==> src/rtl/mem_port_arbiter.sv <==
// Arbitrates one single-port memory between the fetch port and the
// MEM-stage data port of the core.
//
// Ports:
//   clk, reset        rising-edge clock, async active-low reset
//   if_req/if_addr    fetch request (PCF); if_kill drops it on redirect
//   if_rdata/if_valid registered instruction and its one-cycle pulse
//   d_req/d_we/...    data request (ALUResultM, writeDataM, memWriteM,
//                     memTypeM), held until d_valid
//   d_rdata/d_valid   registered load data and its completion pulse
//   if_stall/d_stall  per-port pipeline freeze requests
//   mem_*             registered request to memory; mem_ack completes it
module mem_port_arbiter #(
  parameter int ADDR_W     = 64,
  parameter int DATA_W     = 64,
  parameter int INSTR_W    = 32,
  parameter int MTYPE_W    = 3,
  parameter int STARVE_MAX = 4
) (
  input  logic               clk,
  input  logic               reset,
  input  logic               if_req,
  input  logic [ADDR_W-1:0]  if_addr,
  input  logic               if_kill,
  output logic [INSTR_W-1:0] if_rdata,
  output logic               if_valid,
  input  logic               d_req,
  input  logic               d_we,
  input  logic [MTYPE_W-1:0] d_type,
  input  logic [ADDR_W-1:0]  d_addr,
  input  logic [DATA_W-1:0]  d_wdata,
  output logic [DATA_W-1:0]  d_rdata,
  output logic               d_valid,
  output logic               if_stall,
  output logic               d_stall,
  output logic               mem_req,
  output logic               mem_we,
  output logic [MTYPE_W-1:0] mem_type,
  output logic [ADDR_W-1:0]  mem_addr,
  output logic [DATA_W-1:0]  mem_wdata,
  input  logic [DATA_W-1:0]  mem_rdata,
  input  logic               mem_ack
);

  typedef enum logic [1:0] {
    IDLE,
    IFETCH,
    DACCESS
  } state_t;

  localparam logic [3:0] SMAX = 4'(STARVE_MAX);

  state_t state;
  state_t state_nxt;

  logic [3:0]         starve_cnt;
  logic [3:0]         starve_nxt;
  logic               killed;
  logic               killed_nxt;
  logic               mem_req_nxt;
  logic               mem_we_nxt;
  logic [MTYPE_W-1:0] mem_type_nxt;
  logic [ADDR_W-1:0]  mem_addr_nxt;
  logic [DATA_W-1:0]  mem_wdata_nxt;
  logic [INSTR_W-1:0] if_rdata_nxt;
  logic               if_valid_nxt;
  logic [DATA_W-1:0]  d_rdata_nxt;
  logic               d_valid_nxt;

  logic fetch_ok;
  logic data_wins;
  logic grant_d;
  logic grant_f;

  assign fetch_ok  = if_req & ~if_kill;
  assign data_wins = d_req &
                     ((starve_cnt < SMAX) | ~fetch_ok);

  // A port whose valid pulse is up still shows its old
  // request; it must not be granted again. If that port
  // would win arbitration anyway, the cycle is a bubble.
  assign grant_d = (state == IDLE) & data_wins & ~d_valid;
  assign grant_f = (state == IDLE) & ~data_wins &
                   fetch_ok & ~if_valid;

  assign if_stall = if_req & ~if_valid & ~if_kill;
  assign d_stall  = d_req & ~d_valid;

  always_comb begin
    state_nxt     = state;
    starve_nxt    = starve_cnt;
    killed_nxt    = killed;
    mem_req_nxt   = mem_req;
    mem_we_nxt    = mem_we;
    mem_type_nxt  = mem_type;
    mem_addr_nxt  = mem_addr;
    mem_wdata_nxt = mem_wdata;
    if_rdata_nxt  = if_rdata;
    if_valid_nxt  = 1'b0;
    d_rdata_nxt   = d_rdata;
    d_valid_nxt   = 1'b0;

    unique case (state)
      IDLE: begin
        unique case (1'b1)
          grant_d: begin
            mem_req_nxt   = 1'b1;
            mem_we_nxt    = d_we;
            mem_type_nxt  = d_type;
            mem_addr_nxt  = d_addr;
            mem_wdata_nxt = d_wdata;
            state_nxt     = DACCESS;
            if (fetch_ok && starve_cnt < SMAX)
              starve_nxt = starve_cnt + 4'd1;
          end
          grant_f: begin
            mem_req_nxt  = 1'b1;
            mem_we_nxt   = 1'b0;
            mem_type_nxt = '0;
            mem_addr_nxt = if_addr;
            starve_nxt   = '0;
            state_nxt    = IFETCH;
          end
          default: ;
        endcase
      end
      DACCESS: begin
        if (mem_ack) begin
          mem_req_nxt = 1'b0;
          d_rdata_nxt = mem_rdata;
          d_valid_nxt = 1'b1;
          state_nxt   = IDLE;
        end
      end
      IFETCH: begin
        if (mem_ack) begin
          mem_req_nxt = 1'b0;
          state_nxt   = IDLE;
          killed_nxt  = 1'b0;
          if (!killed && !if_kill) begin
            if_rdata_nxt = mem_rdata[INSTR_W-1:0];
            if_valid_nxt = 1'b1;
          end
        end else if (if_kill) begin
          killed_nxt = 1'b1;
        end
      end
      default: state_nxt = IDLE;
    endcase
  end

  always_ff @(posedge clk or negedge reset) begin
    if (!reset) begin
      state      <= IDLE;
      starve_cnt <= '0;
      killed     <= 1'b0;
      mem_req    <= 1'b0;
      mem_we     <= 1'b0;
      mem_type   <= '0;
      mem_addr   <= '0;
      mem_wdata  <= '0;
      if_rdata   <= '0;
      if_valid   <= 1'b0;
      d_rdata    <= '0;
      d_valid    <= 1'b0;
    end else begin
      state      <= state_nxt;
      starve_cnt <= starve_nxt;
      killed     <= killed_nxt;
      mem_req    <= mem_req_nxt;
      mem_we     <= mem_we_nxt;
      mem_type   <= mem_type_nxt;
      mem_addr   <= mem_addr_nxt;
      mem_wdata  <= mem_wdata_nxt;
      if_rdata   <= if_rdata_nxt;
      if_valid   <= if_valid_nxt;
      d_rdata    <= d_rdata_nxt;
      d_valid    <= d_valid_nxt;
    end
  end

endmodule

==> config.mk <==
export PLATFORM = sky130hd
export DESIGN_NAME = mem_port_arbiter
export DESIGN_NICKNAME = d
export VERILOG_FILES = /design/src/rtl/mem_port_arbiter.sv
export SDC_FILE = /design/constraint.sdc
export NUM_CORES = 1
export LEC_CHECK = 0
export CAP_MARGIN = 15
export CELL_PAD_IN_SITES_DETAIL_PLACEMENT = 1
export CELL_PAD_IN_SITES_GLOBAL_PLACEMENT = 2
export CORE_MARGIN = 2
export CORE_UTILIZATION = 25
export CTS_CLUSTER_DIAMETER = 120
export DETAILED_ROUTE_END_ITERATION = 7
export PLACE_DENSITY_LB_ADDON = 0.12
export SLEW_MARGIN = 20
export SYNTH_ARGS = -nofsm -noshare
export SYNTH_HDL_FRONTEND = slang
export SYNTH_SLANG_ARGS = --single-unit
==> constraint.sdc <==
create_clock -name clk -period 2.4 [get_ports clk]
set_input_delay 0.24 -clock clk [delete_from_list [all_inputs] [get_ports clk]]
set_output_delay 0.24 -clock clk [all_outputs]
set_load 0.02 [all_outputs]
==> results <==
- The design draws 22.4 mW.
- The topmost layer with routed signal wires is met4.
- The number of clock buffers added by TritonCTS is 30.
- The via count of the first global-routing pass came to 8,053.
- The combinational power share is 49.2%.
- Using the TritonRoute via totals, the vias-per-cell ratio works out to 4.31.
- At the end of routability-driven placement, the weighted congestion stood at 0.756.
- The switching share of power is a little over a third.
- The area growth from synthesis to layout is 68.5%.
- The internal power of the cells is 14.3 mW.
- At the worst endpoint, the required time is around 2200 ps.
- After detailed routing, the wire length on met1 is around 14,000 um.
- For the pin with the worst max-slew slack, the measured transition is between 600 and 700 ps.
- The worst-case vdd ir drop is 605 uV.
- Counting the fill cells in the layout gives between 4,000 and 5,000.
- After detailed routing, the average wire length per cell comes to approximately 20 um.
- The post-cts gate resize count is 0.
- The number of synthesis warnings is 0.
- The flop and latch count out of synthesis is 238.
- The horizontal die dimension is 200 um.
- The peak per-stage delay on the critical path is approximately 700 ps.
- The number of hold violations in the final report is 0.
- For this design, the slowest cell found on the critical path is sky130_fd_sc_hd__clkdlybuf4s50_1.
- Once the floorplan was initialized, standard cells occupied 25.5% of the core.
- The cell sitting at the root of the clock tree is a sky130_fd_sc_hd__clkbuf_16.
- Dividing total power by cell area gives a power density of 1380 nW/um^2.
- Setup slack closes at between 200 and 300 ps.
- The worst slew margin relative to its limit is 59.4%.
- Global routing finished with a remaining overflow of 0.
- In the final layout, the multi-input gates occupy 3360 um^2.
- The quantity of I/O buffers inserted on ports is 498.
- The capturing element type of the critical path is an output pin.
- The cell family contributing the most delay on the critical path is buffers and inverters.
- The count of placed standard cells in the final layout, fillers left out is ~1,700.
- Global routing used around 17% of the available tracks.
- After clock tree synthesis, the clock-pin slew on the worst setup and hold paths is 60 ps.
- For this block, the via count after detailed routing is roughly 7,500.
- The min-delay analysis places its worst path in the category input port to asynchronous set/reset pin.
- A synthesized cell averages 14.1 um^2.
- The clock network accounts for around a fifth of the total power.
- The post-route fraction of the period consumed by the critical path is 88.8%.
- In this run the worst path has a maximum fanout of 4.
- The top achievable clock speed is 469 MHz.
- The first global-routing pass estimated ~53,000 um of wire.
- In this run the power spent charging and discharging nets is 8.05 mW.
- Setup repair after global routing left no endpoint under its margin.
- Entering global routing, the biggest net connects 70 pins.
- STA classifies the critical path startpoint as a flop.
- The leakage power total is a little under 7 nW.
- The met3 wire length is 3550 um.
- For this run, the detailed router's first-pass iteration total came to 4.
- The cell count after synthesis came out at 682.
- Counting every sink on the clock net gives 238.
- The amount of wire on met2 after detailed routing is 17,000 um.
- The height of the die is 200 um.
- The placed instance count is roughly 1,700.
- The share of post-route cells with drive strength above 1 is 18.9%.
- The area of the die is 40,200 um^2.
- Setup violations remaining at the end of the flow were counted as 0.
- In the layout the commonest cells are 497 x sky130_fd_sc_hd__clkdlybuf4s50_1, 238 x sky130_fd_sc_hd__dfrtp_1, 160 x sky130_fd_sc_hd__mux2_2, 67 x sky130_fd_sc_hd__mux2i_1, 66 x sky130_fd_sc_hd__nand2_1.
- The worst clock skew is 9.64 ps.
- Buffers added to address setup during post-CTS repair amount to 0.
- The library cell used most frequently in the layout, excluding fill and tap cells, is sky130_fd_sc_hd__clkdlybuf4s50_1.
- After synthesis, flip-flops and latches occupy 61.8% of the total area.
- The routed design has 35,100 um of wire.
- The post-route minimum period is 2130 ps.
- The data arrival time of the critical path is 1890 ps.
- The count of distinct cell types in the synthesized netlist is 29.
- The number of buffers inserted by hold repair at cts is 1.
- The top-level I/O count is 499.
- The initial antenna violation count came to 4.
- The post-detailed-placement half-perimeter wirelength is 26,600 um.
- The category of the most critical setup path is flop to output pin.
- Summed over all failing endpoints, the final setup total negative slack is 0 ps.
- The run finished with clean final reports.
- The share of total power dissipated in sequential elements is 31.4%.
- The level count of the clock H-tree is 1.
- The reported max-cap violation count is 0.
- The core area is 37,800 um^2.
- The count of nets left with antenna violations once routing finished came out at 0.
- The post-synth design cell area is 9640 um^2.
- The clock tree from TritonCTS is yes.
- The clock passes through at most 3 buffers.
- After detailed routing, the number of remaining DRC violations is 0.
- Clock latency on the worst-skew pair, taken at its later pin, is 560 ps.
- The minimum setup slack after placement is 213 ps.
- The critical path goes through and2b_1 > clkdlybuf4s50_1.
- After the last flow step, the layout net total stands at 1,466.
- The iteration-0 DRC count of the detailed router is 260.
- Summing all flip-flop and latch instances after layout gives ~6000 um^2.
- The number of nets in the synthesized netlist is 953.
- The initialized floorplan defines 71 standard-cell rows.
- The number of pins exceeding their max-slew limit in the final report is 0.
- The number of buffers and inverters on the critical path is 1.
==> layer usage <==
layer  vias to the layer above  GRT usage [%]
met5                         -              0
met4                         0           4.23
met3                        42           7.47
met2                       305           29.2
met1                      3702           20.2
li1                       3405              -
==> flip-flops by register name, indices dropped and copies added, names as in the netlist, 2 cells and up <==
| register | cells |
|---|---|
| state | 2 |
| if_rdata | 32 |
| mem_addr | 64 |
| d_rdata | 64 |
| mem_type | 3 |
| starve_cnt | 4 |
| mem_wdata | 64 |
==> through the flow <==
step,area [um^2],utilization [%],hold slack (ps)
after CTS,16200,42.9,184
after floorplan,9640,-,-55.6
after detailed placement,15300,40.4,260
final,16200,42.9,223
after global placement,15300,40.4,263
after global routing,16200,42.9,207
==> synth_stat cells <==
| cell | number | area, um^2 |
|---|---|---|
| sky130_fd_sc_hd__buf_4 | 6 | 45.0 |
| sky130_fd_sc_hd__nand2b_4 | 1 | 13.8 |
| sky130_fd_sc_hd__a2111oi_4 | 1 | 27.5 |
| sky130_fd_sc_hd__nor2_2 | 1 | 6.26 |
| sky130_fd_sc_hd__nor2_1 | 5 | 18.8 |
| sky130_fd_sc_hd__and2b_1 | 1 | 7.51 |
| sky130_fd_sc_hd__a2111o_1 | 1 | 11.3 |
| sky130_fd_sc_hd__ha_1 | 5 | 62.6 |
| sky130_fd_sc_hd__nor3_2 | 1 | 10.0 |
| sky130_fd_sc_hd__and4bb_2 | 1 | 12.5 |
| sky130_fd_sc_hd__o21ai_0 | 54 | 270 |
| sky130_fd_sc_hd__nand2_1 | 67 | 251 |
| sky130_fd_sc_hd__mux2_2 | 160 | 1800 |
| sky130_fd_sc_hd__a21oi_1 | 3 | 15.0 |
| sky130_fd_sc_hd__a22o_1 | 1 | 8.76 |
| sky130_fd_sc_hd__o211ai_2 | 1 | 12.5 |
| sky130_fd_sc_hd__dfrtp_1 | 238 | 5960 |
| sky130_fd_sc_hd__buf_6 | 17 | 191 |
| sky130_fd_sc_hd__and2_1 | 1 | 6.26 |
| sky130_fd_sc_hd__a211o_1 | 1 | 8.76 |
| sky130_fd_sc_hd__nand3_1 | 5 | 25.0 |
| sky130_fd_sc_hd__clkbuf_1 | 7 | 26.3 |
| sky130_fd_sc_hd__xnor2_1 | 1 | 8.76 |
| sky130_fd_sc_hd__o21bai_1 | 1 | 7.51 |
| sky130_fd_sc_hd__o21ai_1 | 16 | 80.1 |
| sky130_fd_sc_hd__buf_2 | 9 | 45.0 |
| sky130_fd_sc_hd__a311o_1 | 1 | 10.0 |
| sky130_fd_sc_hd__mux2i_1 | 67 | 671 |
| sky130_fd_sc_hd__inv_1 | 9 | 33.8 |
==> final cells by class <==
cell class	count	share of cell area, %
well taps	511	3.94
inverters	9	0.208
repair buffers	520	32.7
clock inverters	3	0.246
diodes	4	0.0616
multi-input cells	396	20.7
flip-flops and latches	238	36.7
clock buffers	47	5.51
==> power by group through the flow <==
stage	Combinational, mW	Clock (mW)	Sequential, mW
detailed placement	11.2	0	7.11
global route	11.7	4.66	7.32
CTS	11.2	4.54	7.07
finish	11.0	4.35	7.04
global placement	11.1	0	7.03
floorplan	3.06	0	9.46
==> cell families (layout without fill, tap and decap cells) <==
kind of cell               count (synthesis)  count (layout)  synth area share (%)
and+or+nand+nor                           83              83                  3.65
muxes                                    227             227                  25.6
adders and majority gates                  5               5                 0.649
buffers and inverters                     48             579                  3.54
DFF                                      238             238                  61.8
other                                      0               4                     0
AOI/OAI and AO/OA                         80              80                  4.68
xor gates and xnor gates                   1               1                0.0908
==> worst paths after layout <==
kind,to,cells past startpoint,slack (ps),from
min reg2reg,d_rdata[44]$_DFFE_PN0P_,1,500,d_rdata[44]$_DFFE_PN0P_
min in group clk,mem_addr[5]$_DFFE_PN0P_,3,230,if_addr[5]
max reg2reg,mem_addr[43]$_DFFE_PN0P_,6,440,state[1]$_DFFE_PN0P_
max in group asynchronous,mem_wdata[34]$_DFFE_PN0P_,3,1460,reset
min,d_rdata[47]$_DFFE_PN0P_,2,220,reset
max,d_stall,2,270,d_valid$_DFF_PN0_
Power figures use the tool's default switching activity.
